`src/rtl/irq_pkg.sv`:
```
// Shared definitions for the interrupt controller: FSM state encodings,
// config register addresses and fixed bit positions.
package irq_pkg;

  typedef enum logic [1:0] {
    IRQ_IDLE    = 2'd0,
    IRQ_SERVICE = 2'd1,
    IRQ_HOLDOFF = 2'd2
  } irq_state_e;

  localparam logic [1:0] ADDR_ENABLE  = 2'd0;
  localparam logic [1:0] ADDR_PENDING = 2'd1;
  localparam logic [1:0] ADDR_CAUSE   = 2'd2;

  localparam int GIE_BIT         = 31;
  localparam int CAUSE_VALID_BIT = 31;

endpackage

```
`src/rtl/irq_prio_enc.sv`:
```
// Lowest-index-first priority encoder; index 0 has the highest priority.
module irq_prio_enc #(
  parameter int N_SRC = 4,
  parameter int IDX_W = 3
) (
  input  logic [N_SRC-1:0] req,
  output logic [IDX_W-1:0] sel,
  output logic             any
);

  // Scanning downwards lets the lowest set index be the last (winning) write.
  always_comb begin
    sel = '0;
    any = 1'b0;
    for (int i = N_SRC - 1; i >= 0; i--) begin
      if (req[i]) begin
        sel = IDX_W'(i);
        any = 1'b1;
      end
    end
  end

endmodule

```
`src/rtl/irq_ctrl.sv`:
```
// Interrupt controller: edge-latched pending sources, masked and prioritised,
// issuing one-cycle take pulses to the CPU decoder while in user mode.
module irq_ctrl #(
  parameter int N_SRC = 4,
  parameter int IDX_W = 3
) (
  input  logic             clk,
  input  logic             reset,
  input  logic [N_SRC-1:0] src_irq,
  input  logic             kernel,
  input  logic             eret,
  input  logic             cfg_we,
  input  logic [1:0]       cfg_addr,
  input  logic [31:0]      cfg_wdata,
  output logic [31:0]      cfg_rdata,
  output logic             irq,
  output logic             in_service
);

  import irq_pkg::*;

  irq_state_e       state, state_d;
  logic [N_SRC-1:0] src_q;
  logic [N_SRC-1:0] pending, pending_d;
  logic [N_SRC-1:0] en_mask;
  logic             gie;
  logic             cause_valid;
  logic [IDX_W-1:0] cause_idx;

  logic [N_SRC-1:0] rise, eligible, pend_clr, take_clr;
  logic [IDX_W-1:0] sel;
  logic             any;
  logic             take;
  logic             unused_wdata;

  assign unused_wdata = ^cfg_wdata[30:N_SRC];

  irq_prio_enc #(.N_SRC(N_SRC), .IDX_W(IDX_W)) u_prio (
    .req (eligible),
    .sel (sel),
    .any (any)
  );

  assign rise       = src_irq & ~src_q;
  assign eligible   = pending & en_mask;
  assign take       = (state == IRQ_IDLE) && any && gie && !kernel;
  assign irq        = take;
  assign in_service = (state == IRQ_SERVICE);

  // A fresh rising edge wins over both the W1C and the take-clear of the same bit.
  always_comb begin
    pend_clr  = (cfg_we && cfg_addr == ADDR_PENDING) ? cfg_wdata[N_SRC-1:0] : '0;
    take_clr  = take ? (N_SRC'(1) << sel) : '0;
    pending_d = (pending & ~pend_clr & ~take_clr) | rise;
  end

  always_comb begin
    state_d = state;
    case (state)
      IRQ_IDLE:    if (take) state_d = IRQ_SERVICE;
      IRQ_SERVICE: if (eret) state_d = IRQ_HOLDOFF;
      IRQ_HOLDOFF: state_d = IRQ_IDLE;
      default:     state_d = IRQ_IDLE;
    endcase
  end

  always_ff @(posedge clk or posedge reset) begin
    if (reset) begin
      state       <= IRQ_IDLE;
      src_q       <= '0;
      pending     <= '0;
      en_mask     <= '0;
      gie         <= 1'b0;
      cause_valid <= 1'b0;
      cause_idx   <= '0;
    end else begin
      state   <= state_d;
      src_q   <= src_irq;
      pending <= pending_d;
      if (cfg_we && cfg_addr == ADDR_ENABLE) begin
        en_mask <= cfg_wdata[N_SRC-1:0];
        gie     <= cfg_wdata[GIE_BIT];
      end
      if (take) begin
        cause_valid <= 1'b1;
        cause_idx   <= sel;
      end
    end
  end

  always_comb begin
    cfg_rdata = '0;
    case (cfg_addr)
      ADDR_ENABLE: begin
        cfg_rdata[GIE_BIT]     = gie;
        cfg_rdata[N_SRC-1:0]   = en_mask;
      end
      ADDR_PENDING: cfg_rdata[N_SRC-1:0] = pending;
      ADDR_CAUSE: begin
        cfg_rdata[CAUSE_VALID_BIT] = cause_valid;
        cfg_rdata[IDX_W-1:0]       = cause_idx;
      end
      default: cfg_rdata = '0;
    endcase
  end

endmodule
```
`config.mk`:
```
export PLATFORM = sky130hd
export DESIGN_NAME = irq_ctrl
export DESIGN_NICKNAME = d
export VERILOG_FILES = /design/src/rtl/irq_pkg.sv /design/src/rtl/irq_prio_enc.sv /design/src/rtl/irq_ctrl.sv
export SDC_FILE = /design/constraint.sdc
export NUM_CORES = 1
export LEC_CHECK = 0
export ABC_CLOCK_PERIOD_IN_PS = 1600
export BUFFER_PORTS_ARGS = -buffer_cell sky130_fd_sc_hd__buf_4
export CAP_MARGIN = 20
export CELL_PAD_IN_SITES_DETAIL_PLACEMENT = 0
export CELL_PAD_IN_SITES_GLOBAL_PLACEMENT = 1
export CORE_ASPECT_RATIO = 0.7
export CORE_MARGIN = 3
export CORE_UTILIZATION = 28
export DETAILED_ROUTE_END_ITERATION = 6
export GPL_TIMING_DRIVEN = 0
export PLACE_DENSITY_LB_ADDON = 0.1
export SYNTH_ARGS = -nofsm -noshare
export SYNTH_HDL_FRONTEND = slang
export SYNTH_SLANG_ARGS = --single-unit
```
`constraint.sdc`:
```
create_clock -name clk -period 1.6 [get_ports clk]
set_input_delay 0.08 -clock clk [delete_from_list [all_inputs] [get_ports clk]]
set_output_delay 0.08 -clock clk [all_outputs]
set_load 0.005 [all_outputs]
```
; ---- After elaboration in Yosys (flattened, before gate mapping)
; Index checks and enable logic that the tools add are counted.
[classes]
n_eq_ne = 5
shifts = 1
muxes = 16
n_bitwise = 8
n_reduce_logical = 9
[op_table]
columns = cell, n
row1 = $and A4 B4 Y4, 4
row2 = $mux W2, 6
row3 = $not A4 Y4, 3
row4 = $pmux W3 S3, 1
row5 = $mux W4, 2
row6 = $logic_and A1 B1 Y1, 5
row7 = $eq A2 B1 Y1 const B, 2
row8 = $logic_not A2 Y1, 2
row9 = $mux W1, 4
row10 = $ne A2 B2 Y1 const B, 2
row11 = $or A4 B4 Y4, 1
row12 = $pmux W1 S2, 2
row13 = $pmux W2 S2, 1
row14 = $shl A1 B3 Y4 const A, 1
row15 = $eq A2 B2 Y1 const B, 1
row16 = $reduce_and A2 Y1, 1
row17 = $logic_not A1 Y1, 1
[totals]
regBits = 19
input_bits = 43
out_inout_bits = 34
elab_cells = 46

; ---- Logic depth before layout (Yosys ltp)
; Gate-level depths: netlist (run 1).
[depth]
depth_word = 12
depth_mapped = 4
depth_no_buf = 3

; ---- By module
; Synthesis (run 1) repeated with hierarchy kept, for this count alone.
[hier_totals]
cells_unflattened = 115
area_unflattened_um2 = 1163.6
[by_module_without_submodules]
columns = mod, instances, cells_each, area_per_inst_um2, seq_area_each_um2
row1 = irq_ctrl, 1, 106, 1117.3, 475.5
row2 = irq_prio_enc, 1, 9, 46.3, 0.0

; ---- Worst setup path before layout (run 1)
; No wires, ideal clock.
[synth_path]
path_kind = reg-to-reg
start = register state[0]
end = register pending[3]
setup_time_ns = 0.122
arrival_time_ns = 1.169
required_time_ns = 1.478
path_slack_ns = 0.310
stages_incl_launch_ff = 4
n_path_buf = 0
synth_period_minus_slack_ns = 1.290
cell_sequence = dfrtp_1 -> nor4b_4 -> nand4_1 -> a32o_1
[synth_via]
elab_chain_cells = 8
[synth_lines]
columns = element, line
row1 = start: declaration, irq_ctrl.sv:22  ; irq_state_e state, state_d;
row2 = start signal: assignment, irq_ctrl.sv:77  ; state <= state_d;
row3 = $logic_not A2 Y1, irq_ctrl.sv:46  ; assign take = (state == IRQ_IDLE) && any && gie && !kernel;
row4 = $logic_and A1 B1 Y1 (3 in series), irq_ctrl.sv:46
row5 = $mux W4, irq_ctrl.sv:53  ; take_clr = take ? (N_SRC'(1) << sel) : '0;
row6 = $not A4 Y4, irq_ctrl.sv:54  ; pending_d = (pending & ~pend_clr & ~take_clr) | rise;
row7 = $and A4 B4 Y4, irq_ctrl.sv:54
row8 = $or A4 B4 Y4, irq_ctrl.sv:54
row9 = via pending_d[3], irq_ctrl.sv:24  ; logic [N_SRC-1:0] pending, pending_d;
row10 = end signal: assignment, irq_ctrl.sv:79  ; pending <= pending_d;
row11 = end: declaration, irq_ctrl.sv:24
; The timed path passes the listed nets, and every way through them passes these cells.
; A chain may end at the register's enable or synchronous reset.

; ---- Final worst setup path (run 1)
[layout_path]
start = register en_mask[0]
end = output port irq
[layout_via]
elab_chain_cells = 5
[layout_lines]
columns = element, line
row1 = start: declaration, irq_ctrl.sv:25  ; logic [N_SRC-1:0] en_mask;
row2 = start signal: assignment, irq_ctrl.sv:81  ; en_mask <= cfg_wdata[N_SRC-1:0];
row3 = $and A4 B4 Y4, irq_ctrl.sv:45  ; assign eligible = pending & en_mask;
row4 = $mux W1, irq_prio_enc.sv:16  ; if (req[i]) begin
row5 = $logic_and A1 B1 Y1 (3 in series), irq_ctrl.sv:46
row6 = end: declaration, irq_ctrl.sv:16  ; output logic irq,
; No other way between the ends.

==> results.sh, run 1 <==
export IMPL_status="finished, final reports clean"
export IMPL_hold_ws_ns=0.0486
export IMPL_synth_avg_cell_area_sq_um=10.7
export IMPL_fill_cells=371
export IMPL_cts_tree="built"
export IMPL_skew_ns=0.00401
export IMPL_final_nets=200
export IMPL_yosys_warnings=0
export IMPL_detailed_place_area_sq_mm=0.00138
export IMPL_hold_class="input pin to flop"
export IMPL_io_pin_count=77
export IMPL_hold_viol=0
export IMPL_leakagePower_nw=0.780
export IMPL_drive_above_1_share_pct=36.8
export IMPL_vias=794
export IMPL_hpwl_microns=1740
export IMPL_path_clk_slew_ns=0.06
export IMPL_place_ws_ns=0.107
export IMPL_multi_input_area_sq_um=482
export IMPL_r2r_start="en_mask[0]"
export IMPL_placed_cells=196
export IMPL_grt_max_degree=19
export IMPL_criticalPathCategory="flop to output port"
export IMPL_fp_dieW_microns=79.9
export IMPL_synth_seq_cells=18
export IMPL_crit_start="en_mask[0]"
export IMPL_max_freq_mhz=669
export IMPL_end_kind="output port"
export IMPL_antenna_left=0
export IMPL_netlist_area_sq_mm=0.00107
export IMPL_antenna_cells=0
export IMPL_rsz0062_at_grt="no"
export IMPL_wire_per_inst_microns=10.9
export IMPL_crit_path_end="irq"
export IMPL_place_port_buffers=20
export IMPL_power_density_mw_per_mm2=928
export IMPL_cts_root_buf="clkbuf_8"
export IMPL_start_kind="flop"
export IMPL_slew_headroom_pct=52.9
export IMPL_worst_path_max_fanout=6
export IMPL_layout_cells_non_filler=205
export IMPL_antenna_found_initial=0
export IMPL_grt_use_total_pct=10.0
export IMPL_cts_sink_count=18
export IMPL_setup_viol=0
export IMPL_drt_iter0_markers=37
export IMPL_drc=0
export IMPL_arrival_ns=1.41
export IMPL_timing_final_crit_share_pct=93.4
export IMPL_synth_top_area_share_pct=42.1
export IMPL_synth_area_leader_cell="dfrtp_1"
export IMPL_start_util_pct=29.7
export IMPL_drv_slew=0
export IMPL_vias_per_cell=3.87
export IMPL_num_rows=18
export IMPL_synth_seq_area_share_pct=42.1
export IMPL_cts_buffer_depth=2
export IMPL_seq_area_sq_um=450
export IMPL_power_mw=1.37
export IMPL_cp_required_ns=1.52
export IMPL_period_minus_slack_ns=1.49
export IMPL_die_h_microns=57.7
export IMPL_dieArea_sq_mm=0.00461
export IMPL_max_cap_viol_count=0
export IMPL_clock_latency_ns=0.25
export IMPL_first_pass_iters=4
export IMPL_worst_slack_ns=0.106
export IMPL_r2r_cells=3
export IMPL_r2r_slack_ns=0.21
export IMPL_synth_area_leaders="dfrtp_1, buf_4, mux2_1"
export IMPL_fin_util_pct=41.0
export IMPL_syn_inst=100
export IMPL_core_area_sq_mm=0.00360
export IMPL_numCtsBuffers=3
export IMPL_gp_congestion=0.767
export IMPL_tns_ns=0
export IMPL_ir_drop_uv=449
export IMPL_rr_endpoint="pending[3]"
export IMPL_grt_pass1_wl_microns=3510
export IMPL_syn_to_final_growth_pct=38.2
export IMPL_grt_overflow=0
export IMPL_stdcell_area_sq_mm=0.00148
export IMPL_first_global_vias=739
export IMPL_wl_microns=2230
export IMPL_cts_resized=0
export IMPL_cts_htree_levels=1
export IMPL_ys_types=30
export IMPL_holdCritStartpoint="cfg_wdata[31]"
export IMPL_tightestPinTransition_ns=0.706
## layer usage
layer | vias up | global-route usage (%) | share of wire, %
met3 | 2 | 5.28 | 9.6
li1 | 401 | - | -
met5 | - | 0 | 0
met2 | 30 | 13.7 | 41
met1 | 361 | 14.0 | 49
met4 | 0 | 2.17 | 0.36
## worst max-delay path, stage by stage, from the launching register on
cell      delay (ns)
dfrtp_1         0.43
a22oi_1         0.42
a21boi_2        0.15
buf_4           0.16
## synthesized netlist by cell type (all sizes together)
cell type   n
a32o        3
nor2b       2
buf        29
inv         6
a22o        2
o21ai       1
nand3b      1
and2        1
nand3       1
a32oi       1
nand2       6
nand4b      1
a22oi       3
a2bb2oi     2
a21o        1
dfrtp      18
mux2        5
nor2        3
or2         1
nand4       1
and3b       1
o22ai       1
nor3b       1
mux2i       5
nor4b       1
conb        1
a21boi      2
## flip-flops by register name, indices dropped and copies added, names as in the netlist
register / count
src_q: 4
gie: 1
pending: 4
state: 2
cause_valid: 1
cause_idx: 2
en_mask: 4
## how the worst min path moves through the flow
stage | end | slack, ns | cells after the start
final | gie | 0.05 | 2
after global routing | en_mask[1] | 0.04 | 2
after CTS | en_mask[1] | 0.05 | 2
after detailed placement | src_q[0] | 0.20 | 1
after global placement | src_q[1] | 0.20 | 1
after floorplan | cause_idx[0] | 0.02 | 1
## cells by family after synthesis
group           synth area share [%]
compound gates                  12.5
buf+inv                         22.0
flops                           42.1
mux                             9.94
other cells                    0.351
simple gates                    13.1
## placed cells by master (no fill, tap or decap), types with 2 or more instances in the layout
cell           netlist  final
buf_4               27     48
conb_1               1     27
dfrtp_1             18     18
nand2_1              6      6
inv_1                6      6
mux2_1               5      5
mux2i_1              5      5
dlygate4sd3_1        0      5
a22oi_1              3      3
a32o_1               3      3
nor2_1               3      3
clkbuf_8             0      3
a2bb2oi_1            2      2
buf_2                2      2
a22o_1               2      2
## report_power, final
| group | switching (mW) | leakage, nW | internal [mW] |
|---|---|---|---|
| Clock | 0.150 | 0.0216 | 0.167 |
| Sequential | 0.0855 | 0.205 | 0.546 |
| Combinational | 0.175 | 0.553 | 0.250 |
| Total | 0.410 | 0.780 | 0.963 |
## timing repair
item | CTS | global route
endpoints found under the setup margin | 1 | 0
setup buffers | 1 | 0
hold buffers | 5 | 0
hold endpoints to repair | 22 | 0
## layout make-up
class / count / area share, %
Timing Repair Buffer: 26 / 14.0
Clock buffer: 3 / 2.79
Multi-Input combinational cell: 73 / 32.6
Inverter: 6 / 1.52
Buffer: 29 / 14.4
Sequential cell: 18 / 30.5
Tap cell: 50 / 4.23
Note: power is estimated with default switching activity, not from simulation.
==> inputs of run 2 (changes only) <==
Settings changed: ABC_AREA from default to 1, CORE_UTILIZATION 28 to 27, GPL_ROUTABILITY_DRIVEN from default to 0.
==> results.sh, run 2 <==
export IMPL_status="finished, final reports clean"
export IMPL_synth_fa_ha_area_share_pct=0
export IMPL_stdcell_area_sq_mm=0.00150
export IMPL_wire_per_inst_microns=9.63
export IMPL_hpwl_microns=1860
export IMPL_layout_commonest_cell="buf_4"
export IMPL_wl_met3_microns=223
export IMPL_syn_to_final_growth_pct=38.4
export IMPL_start_kind="flop"
export IMPL_synth_simple_gate_area_share_pct=20.7
export IMPL_drt_iter0_markers=25
export IMPL_ir_drop_uv=447
export IMPL_cts_tree="built"
export IMPL_hold_class="input pin to flop"
export IMPL_num_rows=18
export IMPL_synth_compound_area_share_pct=9.10
export IMPL_max_cap_viol_count=0
export IMPL_slew_headroom_pct=49.9
export IMPL_synth_avg_cell_area_sq_um=7.87
export IMPL_cts_root_buf="clkbuf_8"
export IMPL_drive_above_1_share_pct=30.4
export IMPL_cts_htree_levels=1
export IMPL_dieArea_sq_mm=0.00483
export IMPL_max_freq_mhz=692
export IMPL_synth_top_family_by_area="buffers and inverters"
export IMPL_grt_use_total_pct=10.6
export IMPL_yosys_warnings=0
export IMPL_wl_met1_microns=1130
export IMPL_start_util_pct=29.4
export IMPL_io_pin_count=77
export IMPL_path_clk_slew_ns=0.07
export IMPL_synth_seq_cells=18
export IMPL_power_density_mw_per_mm2=911
export IMPL_drc=0
export IMPL_antenna_left=0
export IMPL_vias=909
export IMPL_die_h_microns=59.1
export IMPL_numCtsBuffers=3
export IMPL_top_layer="met4"
export IMPL_netlist_area_sq_mm=0.00109
export IMPL_grt_pass1_wl_microns=3870
export IMPL_syn_inst=138
export IMPL_first_global_vias=832
export IMPL_top_regs="en_mask (4), pending (4), src_q (4)"
export IMPL_synthXorXnorAreaFrac_pct=0
export IMPL_criticalPathCategory="flop to output port"
export IMPL_ys_async_sr_fraction_pct=100
export IMPL_setup_viol=0
export IMPL_first_pass_iters=4
export IMPL_detailed_place_area_sq_mm=0.00141
export IMPL_final_cell_mix="buf_4, nand2_1, conb_1, inv_1, dfrtp_1"
export IMPL_cts_buffer_depth=2
export IMPL_antenna_found_initial=0
export IMPL_wl_met2_microns=980
export IMPL_clock_latency_ns=0.25
export IMPL_cp_required_ns=1.52
export IMPL_arrival_ns=1.36
export IMPL_grt_max_degree=19
export IMPL_ys_top_cells_by_count="nand2_1, buf_4, inv_1, dfrtp_1, o21ai_0"
export IMPL_vias_per_cell=3.73
export IMPL_timing_final_crit_share_pct=90.3
export IMPL_ys_types=19
export IMPL_skew_ns=0.00219
export IMPL_synth_area_mux_share_pct=1.38
export IMPL_synth_area_leaders="dfrtp_1, buf_4, nand2_1"
export IMPL_end_kind="output port"
export IMPL_wl_microns=2350
export IMPL_yosysMostFrequentCell="nand2_1"
export IMPL_worst_path_max_fanout=6
export IMPL_drv_slew=0
export IMPL_final_nets=239
export IMPL_antenna_cells=0
export IMPL_tightestPinTransition_ns=0.751
export IMPL_synthFlopType="dfrtp_1"
export IMPL_rsz0062_at_grt="no"
export IMPL_cts_sink_count=18
export IMPL_tns_ns=0
export IMPL_leakagePower_nw=0.883
export IMPL_place_port_buffers=22
export IMPL_grt_overflow=0
export IMPL_synth_top_area_share_pct=41.5
export IMPL_period_minus_slack_ns=1.44
export IMPL_core_area_sq_mm=0.00369
export IMPL_synth_area_leader_cell="dfrtp_1"
export IMPL_synth_seq_area_share_pct=41.5
export IMPL_synth_edff_count=0
export IMPL_hold_viol=0
export IMPL_fp_dieW_microns=81.8
## run 2: cell count changes after synthesis, moves of 3 or more
cell and delta:
mux2i_1 -5, o21ai_0 +7, nand3_1 +4, a32o_1 -3, nor2_1 +3, inv_1 +18
mux2_1 -5, a22oi_1 -3, nand2_1 +29
## run 2: what timing repair did
| item | in CTS | in global routing |
|---|---|---|
| hold buffers | 5 | 0 |
| hold endpoints to repair | 22 | 0 |
| setup buffers | 0 | 0 |
| resized for setup | 0 | 0 |
## run 2: final timing paths
path	cells past startpoint	endpoint	slack (ns)	start
setup reg to reg	8	pending[3]	0.38	pending[0]
max in group asynchronous	3	state[0]	0.61	reset
hold reg to reg	1	pending[0]	0.43	src_q[0]
hold / removal	2	state[0]	0.02	eret
min in group asynchronous	3	src_q[1]	0.51	reset
setup / recovery	7	irq	0.16	pending[0]
## run 2: area by class of cell
| class | instances | area, sq um |
|---|---|---|
| Buffer | 27 | 203 |
| Clock buffer | 3 | 41.3 |
| Fill cell | 399 | 2190 |
| Inverter | 24 | 90.1 |
| Multi-Input combinational cell | 95 | 440 |
| Sequential cell | 18 | 450 |
| Tap cell | 50 | 62.6 |
| Timing Repair Buffer | 27 | 215 |
## run 2: kinds of logic after synthesis
group                  count (synthesis)
AO/OA/AOI/OAI                         16
buffers and inverters                 51
flip-flops                            18
multiplexers                           1
other                                  1
AND/OR/NAND/NOR                       51
## run 2: power by group
group / total (mW) / internal (mW) / switching [mW]
combinational: 0.454 / 0.221 / 0.233
clock: 0.318 / 0.167 / 0.151
sequential: 0.597 / 0.545 / 0.0524
total: 1.37 / 0.933 / 0.436
## run 2: per-layer routing
metal,vias to the layer above,track usage [%]
met5,-,0
met4,0,1.42
met3,2,3.34
met2,36,16.5
met1,389,14.8
li1,482,-
## run 2: critical path, cell delays in order, from the launching register on
cell and delay, ns:
dfrtp_1 0.40, nand2_1 0.13, nand2_1 0.06, inv_1 0.07, nand2_1 0.05, nand2_1 0.17
inv_1 0.09, buf_4 0.14
## run 2: through the flow
stage / hold WS, ns / power, mW / instances / worst slack [ns] / utilization (%)
2_1_floorplan: 0.0186 / 0.895 / 164 / 0.588 / -
3_3_place_gp: 0.199 / 1.05 / 236 / 0.353 / 38.2
3_5_place_dp: 0.200 / 1.05 / 236 / 0.355 / 38.2
4_1_cts: 0.0157 / 1.39 / 244 / 0.142 / 40.7
5_1_grt: 0.0536 / 1.49 / 244 / 0.0143 / 40.7
6_report: 0.0185 / 1.37 / 244 / 0.156 / 40.7
==> inputs of run 3 (changes only) <==
Settings changed: ABC_CLOCK_PERIOD_IN_PS 1600 to 1900, CORE_UTILIZATION 27 to 29, SETUP_SLACK_MARGIN from default to 0.5.
Clock period 1.6 ns to 1.9 ns, I/O delays scaled along.
==> results.sh, run 3 (synthesis gave the netlist of run 2 again) <==
export IMPL_max_freq_mhz=774
export IMPL_final_cell_mix="buf_4, nand2_1, conb_1, inv_1, dfrtp_1"
export IMPL_cp_required_ns=1.80
export IMPL_start_util_pct=32.3
export IMPL_syn_to_final_growth_pct=39.6
export IMPL_criticalPathCategory="flop to output port"
export IMPL_r2r_start="pending[0]"
export IMPL_antenna_left=0
export IMPL_vias=922
export IMPL_path_clk_slew_ns=0.07
export IMPL_skew_ns=0.00131
export IMPL_arrival_ns=1.20
export IMPL_end_kind="output port"
export IMPL_grt_max_degree=19
export IMPL_status="finished, final reports clean"
export IMPL_wire_per_inst_microns=9.28
export IMPL_clock_latency_ns=0.25
export IMPL_drc=0
export IMPL_start_kind="flop"
export IMPL_tns_ns=0
export IMPL_hpwl_microns=1830
export IMPL_hold_class="input pin to flop"
export IMPL_cts_root_buf="clkbuf_8"
export IMPL_core_area_sq_mm=0.00336
export IMPL_holdCritStartpoint="eret"
export IMPL_fp_dieW_microns=79.1
export IMPL_drt_iter0_markers=19
export IMPL_dieArea_sq_mm=0.00453
export IMPL_rsz0062_at_grt="no"
export IMPL_hold_viol=0
export IMPL_num_rows=17
export IMPL_period_minus_slack_ns=1.29
export IMPL_io_pin_count=77
export IMPL_drive_above_1_share_pct=32.8
export IMPL_wl_microns=2250
export IMPL_cts_sink_count=18
export IMPL_cts_htree_levels=1
export IMPL_slew_headroom_pct=53.7
export IMPL_setup_viol=0
export IMPL_antenna_cells=0
export IMPL_crit_start="pending[0]"
export IMPL_hold_ws_ns=0.0486
export IMPL_worst_path_max_fanout=4
export IMPL_cts_buffer_depth=2
export IMPL_final_nets=240
export IMPL_first_global_vias=838
export IMPL_place_port_buffers=22
export IMPL_leakagePower_nw=0.888
export IMPL_max_cap_viol_count=0
export IMPL_numCtsBuffers=3
export IMPL_grt_pass1_wl_microns=3790
export IMPL_fin_util_pct=45.1
export IMPL_grt_overflow=0
export IMPL_cts_tree="built"
export IMPL_top_regs="en_mask (4), pending (4), src_q (4)"
export IMPL_layout_commonest_cell="buf_4"
export IMPL_power_mw=1.17
export IMPL_first_pass_iters=4
export IMPL_tightestPinTransition_ns=0.693
export IMPL_vias_per_cell=3.81
export IMPL_antenna_found_initial=0
export IMPL_die_h_microns=57.2
export IMPL_drv_slew=0
export IMPL_timing_final_crit_share_pct=68.0
export IMPL_power_density_mw_per_mm2=771
export IMPL_grt_use_total_pct=10.6
export IMPL_ir_drop_uv=494
-- run 3: cell count changes in the layout (fill, tap and decap cells not counted) --
| cell | previous run | this run |
|---|---|---|
| nand2_2 | 1 | 5 |
| buf_4 | 49 | 50 |
| nand2_1 | 35 | 31 |
-- run 3: final timing paths --
kind,to,slack [ns],depth (start not counted)
setup / recovery,irq,0.61,7
hold / removal,state[0],0.05,2
setup reg to reg,pending[3],0.69,8
hold reg to reg,pending[0],0.44,1
max in group asynchronous,en_mask[2],0.96,3
min in group asynchronous,src_q[1],0.51,3
-- run 3: metal layers --
metal | vias to the layer above | share of wire, % | GRT usage [%]
met5 | - | 0 | 0
met4 | 0 | 0.49 | 1.72
met3 | 2 | 9.2 | 3.00
met2 | 36 | 41 | 16.1
met1 | 400 | 49 | 15.4
li1 | 484 | - | -
-- run 3: worst max-delay path, cell delays in order (launching register included) --
cell     delay [ns]
dfrtp_1        0.41
nand2_2        0.11
nand2_1        0.06
inv_1          0.07
nand2_1        0.06
nand2_2        0.07
inv_1          0.05
buf_4          0.13
-- run 3: per-stage QoR --
stage | cells | instance area, sq um | setup slack, ns
final | 242 | 1520 | 0.608
after global routing | 242 | 1520 | 0.513
after CTS | 242 | 1510 | 0.577
after detailed placement | 233 | 1410 | 0.690
after global placement | 233 | 1410 | 0.673
after floorplan | 164 | 1180 | 0.888
-- run 3: power by group --
part / switching, mW / internal (mW)
registers: 0.0481 / 0.459
logic: 0.205 / 0.196
clock network: 0.120 / 0.141
total: 0.373 / 0.796
-- run 3: timing repair --
action                                 4_1_cts  5_1_grt
gates resized for setup                      1        3
hold buffers                                 5        0
cloned                                       0        0
setup endpoints to repair                    1        1
buffers inserted                             1        0
endpoints found under the hold margin       22        0
-- run 3: final cells by class --
cell class | instances | area, sq um
fillers | 342 | 1840
flip-flops and latches | 18 | 450
multi-input cells | 95 | 450
repair buffers | 28 | 223
plain buffers | 27 | 203
inverters | 24 | 90.1
well taps | 47 | 58.8
clock buffers | 3 | 41.3
